[src/rtl/seq_shifter.sv]
// Multi-cycle 32-bit shifter: one bit per clock through a single right-shifting work register.
// Left shifts run as right shifts on the bit-reversed operand, and the result is reversed back.
module seq_shifter (
  input  logic        clk,
  input  logic        reset,
  input  logic        start,
  input  logic [1:0]  op,
  input  logic [4:0]  shamt,
  input  logic [31:0] A,
  output logic [31:0] R,
  output logic        busy,
  output logic        done
);

  localparam logic [1:0] OP_SLL = 2'b00;
  localparam logic [1:0] OP_SRA = 2'b10;
  localparam logic [1:0] OP_ROR = 2'b11;

  typedef enum logic [1:0] {IDLE, SHIFT, DONE} state_t;

  state_t      state_reg, state_next;
  logic [31:0] work_reg;
  logic [31:0] result_reg;
  logic [4:0]  cnt_reg;
  logic [1:0]  op_reg;
  logic        sign_reg;

  logic [31:0] a_rev;
  logic [31:0] shifted;
  logic [31:0] shifted_rev;
  logic [31:0] result;
  logic        fill;

  genvar gi;
  generate
    for (gi = 0; gi < 32; gi++) begin : g_rev
      assign a_rev[gi]       = A[31-gi];
      assign shifted_rev[gi] = shifted[31-gi];
    end
  endgenerate

  always_comb begin
    fill = 1'b0;
    case (op_reg)
      OP_SRA:  fill = sign_reg;
      OP_ROR:  fill = work_reg[0];
      default: fill = 1'b0;
    endcase
  end

  assign shifted = {fill, work_reg[31:1]};
  assign result  = (op_reg == OP_SLL) ? shifted_rev : shifted;

  always_comb begin
    state_next = state_reg;
    case (state_reg)
      IDLE:    if (start) state_next = (shamt != 5'd0) ? SHIFT : DONE;
      SHIFT:   if (cnt_reg == 5'd1) state_next = DONE;
      DONE:    state_next = IDLE;
      default: state_next = IDLE;
    endcase
  end

  always_ff @(posedge clk) begin
    if (reset) begin
      state_reg  <= IDLE;
      work_reg   <= 32'd0;
      result_reg <= 32'd0;
      cnt_reg    <= 5'd0;
      op_reg     <= 2'b00;
      sign_reg   <= 1'b0;
    end else begin
      state_reg <= state_next;
      case (state_reg)
        IDLE: begin
          if (start) begin
            work_reg <= (op == OP_SLL) ? a_rev : A;
            cnt_reg  <= shamt;
            op_reg   <= op;
            sign_reg <= A[31];
            // A zero shift skips SHIFT entirely, so the operand is the result
            if (shamt == 5'd0) result_reg <= A;
          end
        end
        SHIFT: begin
          work_reg <= shifted;
          cnt_reg  <= cnt_reg - 5'd1;
          if (cnt_reg == 5'd1) result_reg <= result;
        end
        default: ;
      endcase
    end
  end

  assign R    = result_reg;
  assign busy = (state_reg != IDLE);
  assign done = (state_reg == DONE);

endmodule

[config.mk]
export PLATFORM = sky130hd
export DESIGN_NAME = seq_shifter
export DESIGN_NICKNAME = d
export VERILOG_FILES = /design/src/rtl/seq_shifter.sv
export SDC_FILE = /design/constraint.sdc
export NUM_CORES = 1
export LEC_CHECK = 0
export CAP_MARGIN = 25
export CORE_AREA = 8 8 138 140
export CTS_CLUSTER_SIZE = 25
export DETAILED_ROUTE_END_ITERATION = 12
export DIE_AREA = 0 0 146 148
export HOLD_SLACK_MARGIN = 0.02
export PLACE_DENSITY_LB_ADDON = 0.2
export SLEW_MARGIN = 5
export SYNTH_ARGS = -nofsm -noshare
export SYNTH_HDL_FRONTEND = slang
export SYNTH_SLANG_ARGS = --single-unit
export TNS_END_PERCENT = 20
[constraint.sdc]
create_clock -name clk -period 2.4 [get_ports clk]
set_clock_uncertainty 0.1 [all_clocks]
set_input_delay 0.48 -clock clk [delete_from_list [all_inputs] [get_ports clk]]
set_output_delay 0.48 -clock clk [all_outputs]
set_load 0.05 [all_outputs]
; After elaboration in Yosys (flattened, before gate mapping)
; Cells that the tools add are included.
[classes]
add_sub_neg = 1
n_eq_ne = 8
mux = 15
n_reduce_logical = 11
[op_table]
columns = operator, count
row1 = $mux W32, 6
row2 = $pmux W32 S2, 2
row3 = $pmux W5 S2, 1
row4 = $eq A2 B2 Y1 const B, 3
row5 = $logic_not A2 Y1, 3
row6 = $mux W2, 3
row7 = $ne A2 B2 Y1 const B, 3
row8 = $reduce_and A2 Y1, 3
row9 = $eq A5 B1 Y1 const B, 1
row10 = $logic_not A5 Y1, 1
row11 = $mux W5, 1
row12 = $reduce_bool A5 Y1, 1
row13 = $sub A5 B1 Y5 const B, 1
row14 = $pmux W2 S2, 1
row15 = $reduce_and A4 Y1, 1
row16 = $reduce_bool A2 Y1, 2
row17 = $eq A2 B1 Y1 const B, 1
row18 = $pmux W1 S2, 1
[word_totals]
regBits = 74
inputBits = 42
out_inout_bits = 34
word_cells = 41

; Longest topological paths before layout
; Gate-level depths: netlist (run 1).
[logic_depth]
depth_word = 5
mapped_depth = 7
depth_no_buf = 6

; Least setup slack after synthesis (run 1)
; OpenSTA, ideal clock, no wires.
[synth_path]
kind = in2reg
from = input shamt[0]
to = register result_reg[15] (netlist: R[15])
setup_time_ns = 0.132
t_arrival_ns = 1.634
required_ns = 2.168
path_slack_ns = 0.534
stages = 5
n_path_buf = 1
cell_sequence = or4_4 -> o21ba_2 -> clkbuf_1 -> o21ai_0 -> a21oi_1
[synth_between]
elab_chain_len = 3
[synth_lines]
columns = item, line_no
row1 = "start, declared", 8  ; input logic [4:0] shamt,
row2 = $logic_not A5 Y1, 82  ; if (shamt == 5'd0) result_reg <= A;
row3 = $ne A2 B2 Y1 (no source line), --
row4 = $reduce_and A4 Y1 (no source line), --
row5 = "end signal, assigned", 88  ; if (cnt_reg == 5'd1) result_reg <= result;
row6 = "end, declared", 23  ; logic [31:0] result_reg;
; Every way passes these cells.
; A chain may end at the register's enable or synchronous reset.

; Worst setup path after layout (run 1)
[layout_path]
from = register result_reg[0] (netlist: R[0])
to = output R[0]
[layout_rtl]
columns = item, line_no
row1 = "end, declared", 10  ; output logic [31:0] R,
; No word-level cell between the ends.

==> results.cfg, run 1 <==
[sta]
tns_ns = 0
rsz0062_at_grt = false
tightestPinTransition_ns = 0.790
worst_slack_ns = 0.259
max_freq_mhz = 467
worst_hold_slack_ns = 0.371
finalMaxSlewViolations = 0
post-route-min-period_ns = 2.14
timing.final.hold_violations = 0
slew_headroom_pct = 47.3
post-route-period-util_pct = 89.2
setup_viol = 0

[clock_tree]
postCtsSetupRepairBufs = 0
cts.root.buffer_cell = sky130_fd_sc_hd__clkbuf_16
clock_sink_count = 74
cts_tree = built
clkSlewWorstSetupHoldPaths_ns = 0.07
clockBufferDepth = 2
clk-insertion-delay-late_ns = 0.35
numCtsBuffers = 9
cts_resized = 0
htreeDepth = 3
postCtsHoldBufs = 0

[die]
initial_utilization_pct = 24.2
core_region_area_sq_um = 16900
die_y_um = 148
number_of_top_level_design_ports = 76
chipWidth_um = 146
core.rowCount = 48
die_area_sq_um = 21600

[setup_path]
worst_setup_path_end_kind = output port
worstPathMaxFanout = 2
critPathSlowestCell = sky130_fd_sc_hd__clkdlybuf4s50_1
crit_type = register to output port
worst_ep_required_time_ns = 1.82
worstSetupStartpointType = register
cp_slowest_stage_delay_ns = 0.84
arrival_ns = 1.56
cp_num_buf_inv = 1
crit_path_cell_trace = clkdlybuf4s50_1
cp_top_family = buffers and inverters

[min_path]
min-delay-path-class = register to register

[grt]
grt_max_degree = 60
grt.overflow.total = 0
grt_antenna_before_repair = 0
grt.total_usage_pct = 12.7
vias_in_the_first_global_route = 4052
grt_pass1_wl_um = 22100

[synthesis]
synth.net_count = 556
syn-mean-instance-area_sq_um = 8.00
yosysTopAreaCell = sky130_fd_sc_hd__dfxtp_1
netlist-cell-type-count = 38
ys_ff_latch = 74
syn_inst = 512
synth_area_sq_um = 4100
asyncSetResetFlopFracSynth_pct = 0
synth_enable_flop_cells = 0
synthesis.yosys.warnings = 0
synth-seq-area-share_pct = 36.2
postSynth.topFlopCell = sky130_fd_sc_hd__dfxtp_1
ys_top_cells_by_area = sky130_fd_sc_hd__dfxtp_1, sky130_fd_sc_hd__a21oi_1, sky130_fd_sc_hd__o21ai_0, sky130_fd_sc_hd__o2111ai_1, sky130_fd_sc_hd__a22oi_1
yosysTopAreaCellShare_pct = 36.2

[power]
power_frac_clock_pct = 34.5
p_total_mw = 3.88
power_density_nw_per_um2 = 709
p_comb_share_pct = 28.5
internal_power_mw = 2.57
power_switching_share_pct = 33.8
sequentialPowerShare_pct = 37.0
power.ir.vdd_worst_uv = 335
leakage_nw = 1.79
net-switching-power_mw = 1.31

[placement]
numPortBuffers = 75
detailedPlacementHpwl_um = 9360
placedInstanceArea_sq_um = 5180
dpl_worst_slack_ns = -0.0238
place_congestion = 0.742

[drt]
avgRoutedWirePerCell_um = 17.1
drcViolationCount = 0
dr.first_iter.drc_count = 271
detailroute.via_count = 4084
route.antenna.remaining_nets = 0
post_drt_via_cell_ratio = 5.12
wl_um = 13700
drtPass1Iterations = 4

[finish]
layout-area-overhead-vs-synth_pct = 33.5
layout.area.seq_sq_um = 1480
filler_cell_count = 1817
final_area_sq_um = 5470
multi_input_area_sq_um = 2230
final_nets = 612
antennaDiodeCount = 0
drive_above_1_share_pct = 12.6

[flow_run]
drv_cap = 0

[status]
result_of_the_run = complete, no violations
power by group through the flow:
stage	Combinational [mW]	Clock [mW]	Sequential, mW
3_5_place_dp	1.11	0	1.46
5_1_grt	1.21	1.43	1.45
3_3_place_gp	1.10	0	1.46
4_1_cts	1.12	1.38	1.43
2_1_floorplan	0.594	0	1.55
6_report	1.10	1.34	1.44
routing by layer:
| metal | track usage [%] | part of all wire, % |
|---|---|---|
| met2 | 21.0 | 48 |
| met5 | 0 | 0 |
| met4 | 3.50 | 1.4 |
| met3 | 3.82 | 5.8 |
| met1 | 15.6 | 45 |
cell type report:
cell class	instances	share of cell area (%)
Timing Repair Buffer	97	18.6
Tap cell	225	5.15
Multi-Input combinational cell	341	40.8
Clock buffer	10	4.19
Clock inverter	6	1.05
Inverter	45	3.09
Sequential cell	74	27.1
worst paths after layout:
path / from / endpoint / slack [ns] / depth (start not counted)
min reg2reg: sign_reg / sign_reg / 0.37 / 2
min: sign_reg / sign_reg / 0.37 / 2
max: R[0] / R[0] / 0.26 / 1
max reg2reg: cnt_reg[0] / R[3] / 0.31 / 6
stage by stage:
| stage | util [%] | cells |
|---|---|---|
| final | 32.3 | 798 |
| after global placement | 30.6 | 782 |
| after floorplan | - | 512 |
| after detailed placement | 30.6 | 782 |
| after global routing | 32.3 | 798 |
| after CTS | 32.3 | 798 |
cells in the mapped netlist (all sizes together), types with 13 or more instances:
cell	n
inv	45
o21ai	65
o2111ai	31
clkbuf	33
mux2	19
buf	19
mux2i	13
a22oi	33
nand2	39
o211ai	30
nor2	14
dfxtp	74
a21oi	69
cell families (layout without fill, tap and decap cells):
family	Yosys count	after routing	share of synthesized area, %
flops	74	74	36.2
simple gates	67	67	7.42
compound gates	240	240	37.4
buf+inv	97	158	9.96
fa+ha+maj	2	2	0.611
mux	32	32	8.40
placed cells by master (no fill, tap or decap), drive strengths merged, types with 2 or more instances in the layout:
cell	count
o2111ai	31
clkinv	4
inv	45
clkdlybuf4s50	72
ha	2
nor2b	2
or2	2
a22oi	33
a21oi	69
mux2i	13
o21ai	65
clkbuf	10
buf	25
o211ai	30
nor3	2
a221oi	2
dfxtp	74
nand2	39
nand3	2
or4	2
nor2	14
mux2	19
Note: power is estimated with default switching activity, not from simulation.
==> inputs of run 2 (changes only) <==
--- a/config.mk
+++ b/config.mk
@@ -12,6 +12,7 @@
 export DIE_AREA = 0 0 146 148
 export HOLD_SLACK_MARGIN = 0.02
 export PLACE_DENSITY_LB_ADDON = 0.2
+export SKIP_CTS_REPAIR_TIMING = 1
 export SLEW_MARGIN = 5
 export SYNTH_ARGS = -nofsm -noshare
 export SYNTH_HDL_FRONTEND = slang
==> results of run 2 <==
Same layout as run 1: the final DEF is identical, and so are final timing and power.
==> inputs of run 3 (changes only) <==
--- a/config.mk
+++ b/config.mk
@@ -6,10 +6,10 @@
 export NUM_CORES = 1
 export LEC_CHECK = 0
 export CAP_MARGIN = 25
-export CORE_AREA = 8 8 138 140
+export CORE_AREA = 8 8 175 111
 export CTS_CLUSTER_SIZE = 25
 export DETAILED_ROUTE_END_ITERATION = 12
-export DIE_AREA = 0 0 146 148
+export DIE_AREA = 0 0 183 119
 export HOLD_SLACK_MARGIN = 0.02
 export PLACE_DENSITY_LB_ADDON = 0.2
 export SKIP_CTS_REPAIR_TIMING = 1
==> results.cfg, run 3 (same netlist as run 1, synthesis figures left out) <==
[sta]
finalMaxSlewViolations = 0
slew_headroom_pct = 63.0
tightestPinTransition_ns = 0.553
post-route-period-util_pct = 88.4
tns_ns = 0
setup_viol = 0
max_freq_mhz = 471
timing.final.hold_violations = 0
rsz0062_at_grt = false
post-route-min-period_ns = 2.12

[setup_path]
arrival_ns = 2.28
worstPathMaxFanout = 26
worst_ep_required_time_ns = 2.56
crit_type = primary input to register
cp_top_family = buffers and inverters
worstSetupStartpointType = primary input
cp_num_buf_inv = 2
critPathSlowestCell = sky130_fd_sc_hd__or4_4
worst_setup_path_end_kind = register
cp_slowest_stage_delay_ns = 0.55
crit_path_cell_trace = clkdlybuf4s50_1, or4_4, o21bai_2, buf_12, o2111ai_1, a21oi_1

[clock_tree]
cts_tree = built
numCtsBuffers = 9
clkSlewWorstSetupHoldPaths_ns = 0.06
clock_sink_count = 74
htreeDepth = 3
cts.root.buffer_cell = sky130_fd_sc_hd__clkbuf_16
clockBufferDepth = 2
clk-insertion-delay-late_ns = 0.33

[power]
power.ir.vdd_worst_uv = 309
leakage_nw = 1.83
p_total_mw = 4.03
power_density_nw_per_um2 = 726

[finish]
finalCoreUtilization_pct = 33.1
layout-area-overhead-vs-synth_pct = 35.6
mostFrequentLayoutCell = sky130_fd_sc_hd__dfxtp_1
antennaDiodeCount = 0
final_nets = 615
drive_above_1_share_pct = 12.5
multi_input_area_sq_um = 2230
layout.area.seq_sq_um = 1480
filler_cell_count = 1764
mostFrequentLayoutCells = sky130_fd_sc_hd__dfxtp_1, sky130_fd_sc_hd__clkdlybuf4s50_1, sky130_fd_sc_hd__a21oi_1, sky130_fd_sc_hd__o21ai_0, sky130_fd_sc_hd__inv_1

[grt]
vias_in_the_first_global_route = 3947
grt_max_degree = 54
grt.overflow.total = 0
grt.total_usage_pct = 13.2
grt_antenna_before_repair = 0
grt_pass1_wl_um = 23000

[die]
number_of_top_level_design_ports = 76
core.rowCount = 37
die_y_um = 119
chipWidth_um = 183
die_area_sq_um = 21800
initial_utilization_pct = 24.4
core_region_area_sq_um = 16800

[drt]
wl_um = 14600
drtPass1Iterations = 5
avgRoutedWirePerCell_um = 18.1
drcViolationCount = 0
detailroute.via_count = 4156
route.antenna.remaining_nets = 0
dr.first_iter.drc_count = 318
post_drt_via_cell_ratio = 5.14

[placement]
detailedPlacementHpwl_um = 9870
numPortBuffers = 75
place_congestion = 0.771

[min_path]
min-delay-path-class = register to register

[status]
result_of_the_run = complete, no violations

[flow_run]
drv_cap = 0
[run 3: cell types whose count changed in the layout (fill, tap and decap cells not counted)]
cell / change
sky130_fd_sc_hd__dlymetal6s2s_1: +1
sky130_fd_sc_hd__buf_12: +2
sky130_fd_sc_hd__clkbuf_8: +1
sky130_fd_sc_hd__bufinv_16: +1
sky130_fd_sc_hd__clkinv_2: -3
sky130_fd_sc_hd__clkinvlp_4: -1
[run 3: power breakdown]
part           internal (mW)  switching, mW  total [mW]
Clock                  0.926          0.512        1.44
Sequential              1.34         0.0978        1.44
Combinational          0.452          0.702        1.15
[run 3: final timing paths]
check / from / to / slack [ns] / cells past startpoint
worst min-delay path: sign_reg / sign_reg / 0.36 / 2
worst max register to register: cnt_reg[0] / R[7] / 0.39 / 6
worst min register to register: sign_reg / sign_reg / 0.36 / 2
worst max-delay path: shamt[0] / R[18] / 0.28 / 6
[run 3: layer usage]
layer,GRT usage (%),share of wire (%)
met1,20.2,52
met5,0,0
met2,17.3,39
met4,2.88,0.90
met3,4.07,8.4
[run 3: metrics by stage]
stage | std cells | area, sq um | hold slack [ns] | setup slack, ns
after global routing | 808 | 5550 | 0.378 | 0.219
after detailed placement | 794 | 5240 | 0.355 | -0.0353
after CTS | 808 | 5550 | 0.364 | 0.0467
final | 808 | 5550 | 0.363 | 0.277
after global placement | 794 | 5240 | 0.341 | -0.00138
after floorplan | 512 | 4100 | 0.334 | 0.534
[run 3: worst reg2reg max path: stages (launching register included)]
cell and delay [ns]:
sky130_fd_sc_hd__dfxtp_1 0.40, sky130_fd_sc_hd__ha_1 0.17, sky130_fd_sc_hd__or4b_4 0.49, sky130_fd_sc_hd__o21ai_4 0.19
sky130_fd_sc_hd__buf_4 0.27, sky130_fd_sc_hd__o2111ai_1 0.19, sky130_fd_sc_hd__a21oi_1 0.14
[run 3: cell type report]
cell class	count	share of cell area, %
sequential	74	26.7
clock inverter	3	1.17
multi-input combinational	341	40.2
inverter	45	3.04
clock buffer	11	4.37
timing repair buffer	100	19.3
tap	234	5.27
==> RTL edit: new RTL, flow settings as in run 1 <==
Register the outputs `busy` and `done`, cleared by the reset; this adds one clock of latency there. The other outputs are not delayed to match.
--- a/src/rtl/seq_shifter.sv
+++ b/src/rtl/seq_shifter.sv
@@ -94,6 +94,13 @@
 
   assign R    = result_reg;
-  assign busy = (state_reg != IDLE);
-  assign done = (state_reg == DONE);
+  always_ff @(posedge clk) begin
+    if (reset) begin
+      busy <= '0;
+      done <= '0;
+    end else begin
+      busy <= (state_reg != IDLE);
+      done <= (state_reg == DONE);
+    end
+  end
 
 endmodule
Formal check against the unedited RTL: not equivalent (a bounded check fails within 4 cycles, from zero or initial values and one cycle with reset high).
==> RTL edit against run 1 <==
Register-to-register slack got worse by 0.096 ns; sequential cell count is 2 higher; design area rose by 2.2%; total power rose by 5.1%; setup slack worse by 0.045 ns; routed wire length increased by 1.2%; synthesized area is 1.1% higher; first-iteration DRC count rose by 3.0%.
==> RTL edit: results (changes against run 1) <==
- Register area: 1521 µm² (+2.7%)
- Nets@finish: 621 (+1.5%)
- Clock tree cell share of total cell area: 5.686% (+0.45 points)
- Wire length on met3: 802 µm (+1.6%)
- Largest net degree at the start of global routing: 35 (-42%)
- Max stage delay cell, worst path: or4b_4
- Post-Layout Cell Count: 807 (+1.1%)
- Met1 wire length: 6516 µm (+6.0%)
- Layout fillers: 1,788 (-1.6%)
- CLK BUF: 11 (+1)
- Final wirelength: 13,830 µm (+1.2%)
- Crit-path leading delay family: compound AO/OA/AOI/OAI gates
- Comb_multi_in: 344 (+0.88%)
- Status: finished clean
- Worst Path Max Fanout: 9 (+7)
- Placed Cells: 791 (+1.2%)
- Placed inst area: 5271 µm² (+1.7%)
- Register area share after synthesis: 36.74% (+0.57 points)
- Sink Count: 76 (+2.7%)
- Share of cells above drive strength 1: 12.20% (-0.37 points)
- Gate count of the mapped netlist: 516 (+0.78%)
- Multi-input combinational area share: 39.89% (-0.91 points)
- Max VDD drop: 0.0003635 V (+8.6%)
- Area of the multi-input gates: 2230 µm² (about the same)
- Crit-path max cell delay: 0.50 ns (-0.34 ns)
## RTL edit: cell count changes in the layout (fill, tap and decap cells not counted), moves of 2 or more
cell	before	now
buf_4	15	17
o21ai_1	0	7
o21ai_0	64	58
nor2_1	12	14
clkdlybuf4s50_1	72	74
dfxtp_1	74	76
nand2_1	39	41
## RTL edit: worst min path at each step
stage                          start                     to  slack (ns)  cells after the start
2_1_floorplan  sign_reg$_SDFFE_PP0P_  sign_reg$_SDFFE_PP0P_        0.33                      2
3_3_place_gp   sign_reg$_SDFFE_PP0P_  sign_reg$_SDFFE_PP0P_        0.35                      2
3_5_place_dp   sign_reg$_SDFFE_PP0P_  sign_reg$_SDFFE_PP0P_        0.35                      2
4_1_cts        sign_reg$_SDFFE_PP0P_  sign_reg$_SDFFE_PP0P_        0.36                      2
5_1_grt        sign_reg$_SDFFE_PP0P_  sign_reg$_SDFFE_PP0P_        0.39                      2
6_report       sign_reg$_SDFFE_PP0P_  sign_reg$_SDFFE_PP0P_        0.36                      2
